--- src/rtl/enemy_render_pkg.sv ---
// Shared types and defaults for the enemy sprite renderer and its life FSM.
package enemy_render_pkg;

    typedef enum logic [1:0] {
        DEAD  = 2'd0,
        ALIVE = 2'd1,
        FLASH = 2'd2
    } enemy_state_t;

    localparam int unsigned DEF_ADDRESS         = 10;
    localparam int unsigned SPRITE_LOG2         = DEF_ADDRESS / 2;
    localparam int unsigned FLASH_CNT_BITS      = 8;
    localparam logic [23:0] DEF_TRANSPARENT_KEY = 24'hFF00FF;

    function automatic int unsigned sprite_log2(input int unsigned addr_w);
        return addr_w / 2;
    endfunction

endpackage

--- src/rtl/enemy_life_fsm.sv ---
// Per-enemy life FSM (dead / alive / hit-flash). Visibility only changes on frame_tick so a
// frame is never drawn half-visible; alive tracks the state register directly.
module enemy_life_fsm
    import enemy_render_pkg::*;
#(
    parameter int unsigned FLASH_FRAMES = 8
) (
    input  logic i_clk,
    input  logic i_rst_n,
    input  logic i_frame_tick,
    input  logic i_spawn,
    input  logic i_kill,
    output logic o_alive,
    output logic o_visible
);

    localparam logic [FLASH_CNT_BITS-1:0] FLASH_LAST = FLASH_CNT_BITS'(FLASH_FRAMES - 1);

    enemy_state_t              r_state;
    enemy_state_t              w_state_next;
    logic [FLASH_CNT_BITS-1:0] r_flash_cnt;
    logic [FLASH_CNT_BITS-1:0] w_flash_cnt_next;
    logic                      r_visible;
    logic                      w_visible_next;

    always_ff @(posedge i_clk) begin
        if (!i_rst_n) begin
            r_state     <= DEAD;
            r_flash_cnt <= '0;
            r_visible   <= 1'b0;
        end else begin
            r_state     <= w_state_next;
            r_flash_cnt <= w_flash_cnt_next;
            r_visible   <= w_visible_next;
        end
    end

    always_comb begin
        w_state_next     = r_state;
        w_flash_cnt_next = r_flash_cnt;
        w_visible_next   = r_visible;

        unique case (r_state)
            DEAD: begin
                if (i_spawn) begin
                    w_state_next = ALIVE;
                end
            end
            ALIVE: begin
                // kill has priority over a simultaneous spawn
                if (i_kill) begin
                    w_state_next     = FLASH;
                    w_flash_cnt_next = '0;
                end
            end
            FLASH: begin
                if (i_frame_tick) begin
                    w_flash_cnt_next = r_flash_cnt + 1'b1;
                    if (r_flash_cnt == FLASH_LAST) begin
                        w_state_next = DEAD;
                    end
                end
            end
            default: begin
                w_state_next = DEAD;
            end
        endcase

        // Visibility for the coming frame is taken from the post-tick state.
        if (i_frame_tick) begin
            unique case (w_state_next)
                ALIVE:   w_visible_next = 1'b1;
                FLASH:   w_visible_next = ~w_flash_cnt_next[0];
                default: w_visible_next = 1'b0;
            endcase
        end
    end

    assign o_alive   = (r_state == ALIVE);
    assign o_visible = r_visible;

endmodule

--- src/rtl/enemy_sprite_renderer.sv ---
// Two-stage enemy sprite pixel pipeline: box test + ROM address, then colour key and visibility.
// Define ENEMY_SCALE2X_EN to draw each texel 2x2 (64x64 on-screen box, same latency).
module enemy_sprite_renderer
    import enemy_render_pkg::*;
#(
    parameter int unsigned            ADDRESS         = DEF_ADDRESS,
    parameter int unsigned            COLOR_BITS      = 24,
    parameter int unsigned            COORD_BITS      = 10,
    parameter logic [COLOR_BITS-1:0]  TRANSPARENT_KEY = COLOR_BITS'(DEF_TRANSPARENT_KEY),
    parameter int unsigned            FLASH_FRAMES    = 8
) (
    input  logic                  clk,
    input  logic                  rst_n,
    input  logic                  frame_tick,
    input  logic                  pix_valid,
    input  logic [COORD_BITS-1:0] pix_x,
    input  logic [COORD_BITS-1:0] pix_y,
    input  logic [COORD_BITS-1:0] enemy_x,
    input  logic [COORD_BITS-1:0] enemy_y,
    input  logic                  spawn,
    input  logic                  kill,
    output logic [ADDRESS-1:0]    rom_addr,
    input  logic [COLOR_BITS-1:0] rom_dout,
    output logic                  px_valid,
    output logic                  px_hit,
    output logic [COLOR_BITS-1:0] px_rgb,
    output logic                  alive
);

    localparam int unsigned SPR_LOG2 = sprite_log2(ADDRESS);
`ifdef ENEMY_SCALE2X_EN
    localparam int unsigned BOX_LOG2 = SPR_LOG2 + 1;
`else
    localparam int unsigned BOX_LOG2 = SPR_LOG2;
`endif
    localparam logic [COORD_BITS:0] BOX_SIDE = (COORD_BITS + 1)'(1 << BOX_LOG2);

    logic [COORD_BITS-1:0] r_pos_x;
    logic [COORD_BITS-1:0] r_pos_y;
    logic                  r_v1;
    logic                  r_in_box;
    logic [ADDRESS-1:0]    r_rom_addr;
    logic                  r_px_valid;
    logic                  r_px_hit;
    logic [COLOR_BITS-1:0] r_px_rgb;

    logic [COORD_BITS:0]   w_dx;
    logic [COORD_BITS:0]   w_dy;
    logic                  w_in_box;
    logic [ADDRESS-1:0]    w_addr;
    logic                  w_hit_next;
    logic                  w_visible;
    logic                  w_alive;

    enemy_life_fsm #(
        .FLASH_FRAMES (FLASH_FRAMES)
    ) u_life_fsm (
        .i_clk        (clk),
        .i_rst_n      (rst_n),
        .i_frame_tick (frame_tick),
        .i_spawn      (spawn),
        .i_kill       (kill),
        .o_alive      (w_alive),
        .o_visible    (w_visible)
    );

    // Widened subtract: a pixel left of/above the sprite gives a huge dx/dy, never a wrap.
    always_comb begin
        w_dx     = {1'b0, pix_x} - {1'b0, r_pos_x};
        w_dy     = {1'b0, pix_y} - {1'b0, r_pos_y};
        w_in_box = (pix_x >= r_pos_x) && (w_dx < BOX_SIDE) &&
                   (pix_y >= r_pos_y) && (w_dy < BOX_SIDE);
`ifdef ENEMY_SCALE2X_EN
        w_addr   = {w_dy[SPR_LOG2:1], w_dx[SPR_LOG2:1]};
`else
        w_addr   = {w_dy[SPR_LOG2-1:0], w_dx[SPR_LOG2-1:0]};
`endif
    end

    assign w_hit_next = r_in_box & w_visible & (rom_dout != TRANSPARENT_KEY);

    always_ff @(posedge clk) begin
        if (!rst_n) begin
            r_pos_x    <= '0;
            r_pos_y    <= '0;
            r_v1       <= 1'b0;
            r_in_box   <= 1'b0;
            r_rom_addr <= '0;
            r_px_valid <= 1'b0;
            r_px_hit   <= 1'b0;
            r_px_rgb   <= '0;
        end else begin
            // Position only moves between frames to avoid tearing.
            if (frame_tick) begin
                r_pos_x <= enemy_x;
                r_pos_y <= enemy_y;
            end
            r_v1     <= pix_valid;
            r_in_box <= pix_valid & w_in_box;
            if (pix_valid) begin
                r_rom_addr <= w_in_box ? w_addr : '0;
            end
            r_px_valid <= r_v1;
            r_px_hit   <= w_hit_next;
            r_px_rgb   <= w_hit_next ? rom_dout : '0;
        end
    end

    assign rom_addr = r_rom_addr;
    assign px_valid = r_px_valid;
    assign px_hit   = r_px_hit;
    assign px_rgb   = r_px_rgb;
    assign alive    = w_alive;

endmodule
--- config.mk ---
export PLATFORM = sky130hd
export DESIGN_NAME = enemy_sprite_renderer
export DESIGN_NICKNAME = d
export VERILOG_FILES = /design/src/rtl/enemy_render_pkg.sv /design/src/rtl/enemy_life_fsm.sv /design/src/rtl/enemy_sprite_renderer.sv
export SDC_FILE = /design/constraint.sdc
export NUM_CORES = 1
export LEC_CHECK = 0
export BUFFER_PORTS_ARGS = -buffer_cell sky130_fd_sc_hd__buf_4
export CAP_MARGIN = 10
export CORE_ASPECT_RATIO = 1.2
export CORE_MARGIN = 2
export CORE_UTILIZATION = 50
export CTS_CLUSTER_DIAMETER = 120
export CTS_CLUSTER_SIZE = 28
export DETAILED_ROUTE_END_ITERATION = 16
export PLACE_DENSITY = 0.75
export SYNTH_ARGS = -nofsm -noshare
export SYNTH_HDL_FRONTEND = slang
export SYNTH_HIERARCHICAL = 1
export SYNTH_SLANG_ARGS = --single-unit
--- constraint.sdc ---
create_clock -name clk -period 4.6 [get_ports clk]
set_input_delay 0.92 -clock clk [delete_from_list [all_inputs] [get_ports clk]]
set_output_delay 0.92 -clock clk [all_outputs]
set_load 0.02 [all_outputs]
[Word level (Yosys, flattened, before mapping)]
Index checks and enable logic that the tools add are counted.
Storage, ports and cells
  logic and storage cells: 48
  input port bits: 70
  register bits: 69
  output and inout port bits: 37
Operators by class
  reduce and logical (&&, ||, !) cells: 7
  order comparisons: 4
  $add $sub $neg: 3
  mux-type cells: 10
  equality and inequality tests: 8
  bitwise logic cells: 4
Operators by type and width (count)
  $ne 24x24->1 const B: 1
  $lt 11x6->1 const B: 2
  $sub 10x10->11: 2
  $ge 10x10->1: 2
  $mux 8: 2
  $pmux 8 s2: 1
  $mux 10: 1
  $add 8x1->8 const B: 1
  $eq 8x3->1 const B: 1
  $mux 2: 4
  $pmux 2 s3: 1
  $eq 2x1->1 const B: 2
  $eq 2x2->1 const B: 2
  $ne 2x2->1 const B: 2
  $and 1x1->1: 3
  $logic_and 1x1->1: 3
  $reduce_and 3->1: 1
  $logic_not 2->1: 1
  $pmux 1 s2: 1
  $reduce_and 2->1: 1
  $reduce_bool 2->1: 1
  $not 1->1: 1

[Logic depth before layout (Yosys ltp)]
  word-level depth: 6
  mapped depth: 12
  mapped depth without buffers: 11

[Cells and area by module]
The synthesis kept the hierarchy.
Modules (own cells, without submodules)
  enemy_sprite_renderer: times used 1, area each 2991.6 µm², cells each 312, sequential area each 1161.1 µm²
  enemy_life_fsm: times used 1, area each 685.7 µm², cells each 81, sequential area each 220.2 µm²

[Worst setup path before layout]
Ideal clock, no wire load.
  path type: in2reg
  start point: input port pix_y[0]
  end point: register r_rom_addr[4] (netlist: rom_addr[4])
  data arrival time: 3295 ps
  required time: 4533 ps
  path buffers: 1
  cell stages on the path: 12
  library setup time: 67 ps
  slack: 1238 ps
  path through: inv_1 ha_1 inv_1 fa_1 a211oi_2 nor2_1 and3_4 a2111oi_4 o2111ai_1 or4_1 buf_6 o21ai_2
Between the ends
  word-level cells in the longest chain between the ends: 4
  elaborated cells between the ends (all ways): 6
  classes of those cells: add/sub (1); order compare (2); mux (1); reduce/logical (2)
RTL lines
  start, declared: RTL line enemy_sprite_renderer.sv:17  | input logic [COORD_BITS-1:0] pix_y,
  $sub 10x10->11 or $ge 10x10->1 (tied branches): RTL line enemy_sprite_renderer.sv:70, enemy_sprite_renderer.sv:72
  $lt 11x6->1 or $logic_and 1x1->1 (tied branches): RTL line enemy_sprite_renderer.sv:72, enemy_sprite_renderer.sv:71
  $logic_and 1x1->1 (*): RTL line enemy_sprite_renderer.sv:72  | (pix_y >= r_pos_y) && (w_dy < BOX_SIDE);
  $mux 10 (*): RTL line enemy_sprite_renderer.sv:101  | r_rom_addr <= w_in_box ? w_addr : '0;
  end signal, assigned: RTL line enemy_sprite_renderer.sv:101
  end, declared: RTL line enemy_sprite_renderer.sv:42  | logic [ADDRESS-1:0] r_rom_addr;
Every way passes the cells marked *; elsewhere a longest branch is shown, timed or not.
A chain may end at the register's enable or synchronous reset.

[Final worst setup path]
  start point: input port pix_y[0]
  end point: register r_rom_addr[9] (netlist: rom_addr[9])
Between the ends
  word-level cells in the longest chain between the ends: 4
  elaborated cells between the ends (all ways): 6
  classes of those cells: add/sub (1); order compare (2); mux (1); reduce/logical (2)
RTL lines (RTL line)
  $sub 10x10->11 or $ge 10x10->1 (tied branches): enemy_sprite_renderer.sv:70, enemy_sprite_renderer.sv:72
  $lt 11x6->1 or $logic_and 1x1->1 (tied branches): enemy_sprite_renderer.sv:72, enemy_sprite_renderer.sv:71
  $logic_and 1x1->1: enemy_sprite_renderer.sv:72
  $mux 10 (*): enemy_sprite_renderer.sv:101
Marked as above.

==> results.md <==
- CTS root buffer: clkbuf_8
- PostCTS Resize Cnt: 0
- Critical Path Source: pix_y[0]
- Hold_buf cts: 0
- Die height: 97.95 um
- Cts bufs inserted: 9
- HP Start: r_v1$_SDFF_PN0_
- Clk_skew: 0.01466 ns
- Clock transition at the registers of the reported paths: 0.07 ns
- Post-synthesis sequential area ratio: 37.56%
- Worst setup margin: 1.139 ns
- Pre-antenna DRT Iters: 4
- R2R depth: 10
- Count of state elements after synthesis: 69
- Global-route wire length before repair: 13,230 um
- Reg-to-reg setup timing slack: 1.51 ns
- Syn-to-layout area delta: 29.98%
- Post-synth EDFFs: 0
- Syn Inst Count: 393
- Num Clock Sinks: 69
- VDD IR max: 0.0002388 V
- Largest net degree at the start of global routing: 31
- Postcts setup bufs: 0
- # rows: 34
- Full die area: 8059 um2
- Total vias in the final route: 3,117
- Worst-Margin Slew: 0.6540 ns
- Setup violations, final: 0
- CTS tree: yes
- Critical Path Sink: rom_addr[9]$_SDFFE_PN0P_
- Area leader, netlist: dfxtp_1
- Post-synth top area share: 37.56%
- Post-synth cell types: 56
- Clk_lat worst skew: 0.34 ns
- Switching share of power: 27.46%
- Initial core utilization: 51.15%
- TNS Setup: 0 ns
- HP Class: register to register
- Reg power frac: 42.3%
- Total global routing track utilization: 20.67%
- Endpoint class of the critical path: register
- CP max FO: 10
- PwrDens: 305.9 nW/um2
- Worst setup SP type: primary input
- H-tree Lvls: 3
- FF-to-FF End: rom_addr[9]$_SDFFE_PN0P_
- Yosys warning total: 6
- Number of antenna diodes: 0
- Arrival time at the worst endpoint: 3.73 ns
- Io pins: 107
- Clock period minus worst slack: 3.461 ns
- Area contributors post-synth: dfxtp_1 (38%), ha_1 (9.2%), mux2i_1 (5.7%), nor2b_1 (5.3%), and2_1 (4.6%)
- Synth Cell Area: 3677 um2
- RSZ-0062 raised after global routing: false
- DRC Markers: 0
- Ys async rst share: 0%
- Switching Power: 401.6 uW
- Final Hold Fails: 0
- Final GP Congestion: 0.8396
- Fmax: 288.9 MHz
- Width of the die: 82.29 um
- Vias per Instance: 5.221
- IO Port Bufs: 106
- Final HPWL DP: 6199 um
- Clk network pwr share: 38.4%
- Comb pwr share: 19.3%
- Slew margin rel.: 55.16%
- Initial antenna violation count: 0
- Layout Nets: 601
- Share of layout cells above drive strength 1: 28.21%
- Final slew viol count: 0
- Worst-case clock buffer depth: 2
- Data required, critical path: 4.87 ns
- Internal: 1.061 mW
- Share of the clock period used by the worst path: 75.24%
- Max-cap violations: 0
- Final wirelength: 7968 um
- Avg WL per Cell: 13.35 um
- Mean Syn Cell Area: 9.357 um2
- Initial drt markers: 138
- Ys flop type: dfxtp_1
- Setup WS pre-CTS: 0.7756 ns
- Outcome: finished clean
- Reg-to-reg startpoint: r_pos_y[0]$_SDFFE_PN0P_
- Remaining antenna violation count: 0
- Vias in the first global route: 3,100
- WS Path Type: primary input to register
- Leak: 2.120 nW
- Net Count, Synth: 492
- Grt total ovfl: 0
- Core area: 7189 um2
-- power by group through the flow --
stage	combinational, mW	sequential, mW	clock, mW
floorplan	0.189	0.631	0
detailed placement	0.280	0.633	0
global placement	0.275	0.632	0
finish	0.282	0.619	0.562
CTS	0.282	0.619	0.576
global route	0.314	0.621	0.602
-- cells by family after synthesis --
family          count (synthesis)  synth area share [%]
buf+inv                        40                 4.287
simple gates                  145                 23.41
flops                          69                 37.56
mux                            21                 5.716
xor+xnor                       12                 2.858
compound gates                 77                 15.89
fa+ha+maj                      29                 10.28
-- synth_stat cells, types with 2 or more instances --
cell type	n
clkbuf_1	7
inv_1	31
nand2b_1	2
o211ai_1	3
a31oi_1	2
nand3_1	6
a21oi_1	12
o31a_1	3
ha_1	27
fa_1	2
nand4_1	6
nor3b_1	2
o211a_1	2
mux2i_1	21
xor2_1	4
nor3_2	3
dfxtp_1	69
nand2_1	18
or4b_1	3
nor2_1	17
nor2b_1	31
or3_1	3
a21boi_0	2
nor4_1	4
xnor2_1	8
o21ai_2	10
nor3_1	8
nand4b_1	3
and2_1	27
o21a_1	7
o21ai_0	12
a211oi_1	2
a21o_1	7
nor4b_1	5
o21ai_1	3
-- layout by cell type, fill, tap and decap left out, types with 3 or more instances in the layout --
cell	netlist	final
o31a_1	3	3
nand2_1	18	18
clkbuf_8	0	9
dfxtp_1	69	69
inv_6	0	3
nor2_1	17	17
o21ai_0	12	12
nor3_1	8	8
xor2_1	4	4
and2_1	27	27
or3_1	3	3
nor3_2	3	3
o21ai_2	10	10
or4b_1	3	3
nand4b_1	3	3
ha_1	27	27
nand4_1	6	6
buf_4	0	107
nor4b_1	5	5
o211ai_1	3	3
inv_1	31	31
nand3_1	6	6
o21a_1	7	7
nor4_1	4	4
o21ai_1	3	3
mux2i_1	21	21
nor2b_1	31	31
xnor2_1	8	8
a21o_1	7	7
a21oi_1	12	12
-- metrics by stage --
| stage | total power, mW | cells | cell area (um2) | hold slack [ns] | util, % |
|---|---|---|---|---|---|
| 3_3_place_gp | 0.9069 | 581 | 4552 | 0.4256 | 63.31 |
| 3_5_place_dp | 0.9129 | 581 | 4552 | 0.4253 | 63.31 |
| 6_report | 1.462 | 597 | 4780 | 0.4405 | 66.48 |
| 5_1_grt | 1.536 | 597 | 4780 | 0.4601 | 66.48 |
| 4_1_cts | 1.477 | 597 | 4780 | 0.4428 | 66.48 |
| 2_1_floorplan | 0.8203 | 393 | 3677 | 0.4119 | - |
-- layer usage --
metal  vias to the layer above  track usage (%)  share of wire, %
met5                         -                0                 0
met4                         0            7.051               1.4
met3                        14            7.116               6.0
met2                        80            33.13                49
met1                      1424            25.54                44
li1                       1599                -                 -
-- worst min-delay path by stage --
stage | to | slack [ns] | depth (start not counted)
2_1_floorplan | px_valid$_SDFF_PN0_ | 0.41 | 1
3_3_place_gp | px_valid$_SDFF_PN0_ | 0.43 | 1
3_5_place_dp | px_valid$_SDFF_PN0_ | 0.43 | 1
4_1_cts | px_valid$_SDFF_PN0_ | 0.44 | 1
5_1_grt | px_valid$_SDFF_PN0_ | 0.46 | 1
6_report | px_valid$_SDFF_PN0_ | 0.44 | 1
-- critical path, stage by stage --
cell and delay, ns:
buf_4 0.11, inv_1 0.04, ha_1 0.16, inv_1 0.06, fa_1 0.42, a211oi_2 0.23
nor2_1 0.09, and3_4 0.19, a2111oi_4 0.30, o2111ai_1 0.17, or4_1 0.81, o21ai_2 0.23
-- registers in the layout, summed over array words and instances, names as in the netlist, 2 cells and up --
| register | flops |
|---|---|
| px_rgb | 24 |
| r_pos_x | 10 |
| u_life_fsm/r_state | 2 |
| r_pos_y | 10 |
| u_life_fsm/r_flash_cnt | 8 |
| rom_addr | 10 |
-- area by class of cell --
cell class | instances | area (um2)
Fill cell | 619 | 2410
Multi-Input combinational cell | 284 | 2138
Sequential cell | 69 | 1381
Timing Repair Buffer | 107 | 803.3
Clock buffer | 9 | 123.9
Inverter | 31 | 116.4
Tap cell | 90 | 112.6
Clock inverter | 7 | 103.9
No activity file was read; power rests on OpenSTA's default activity.
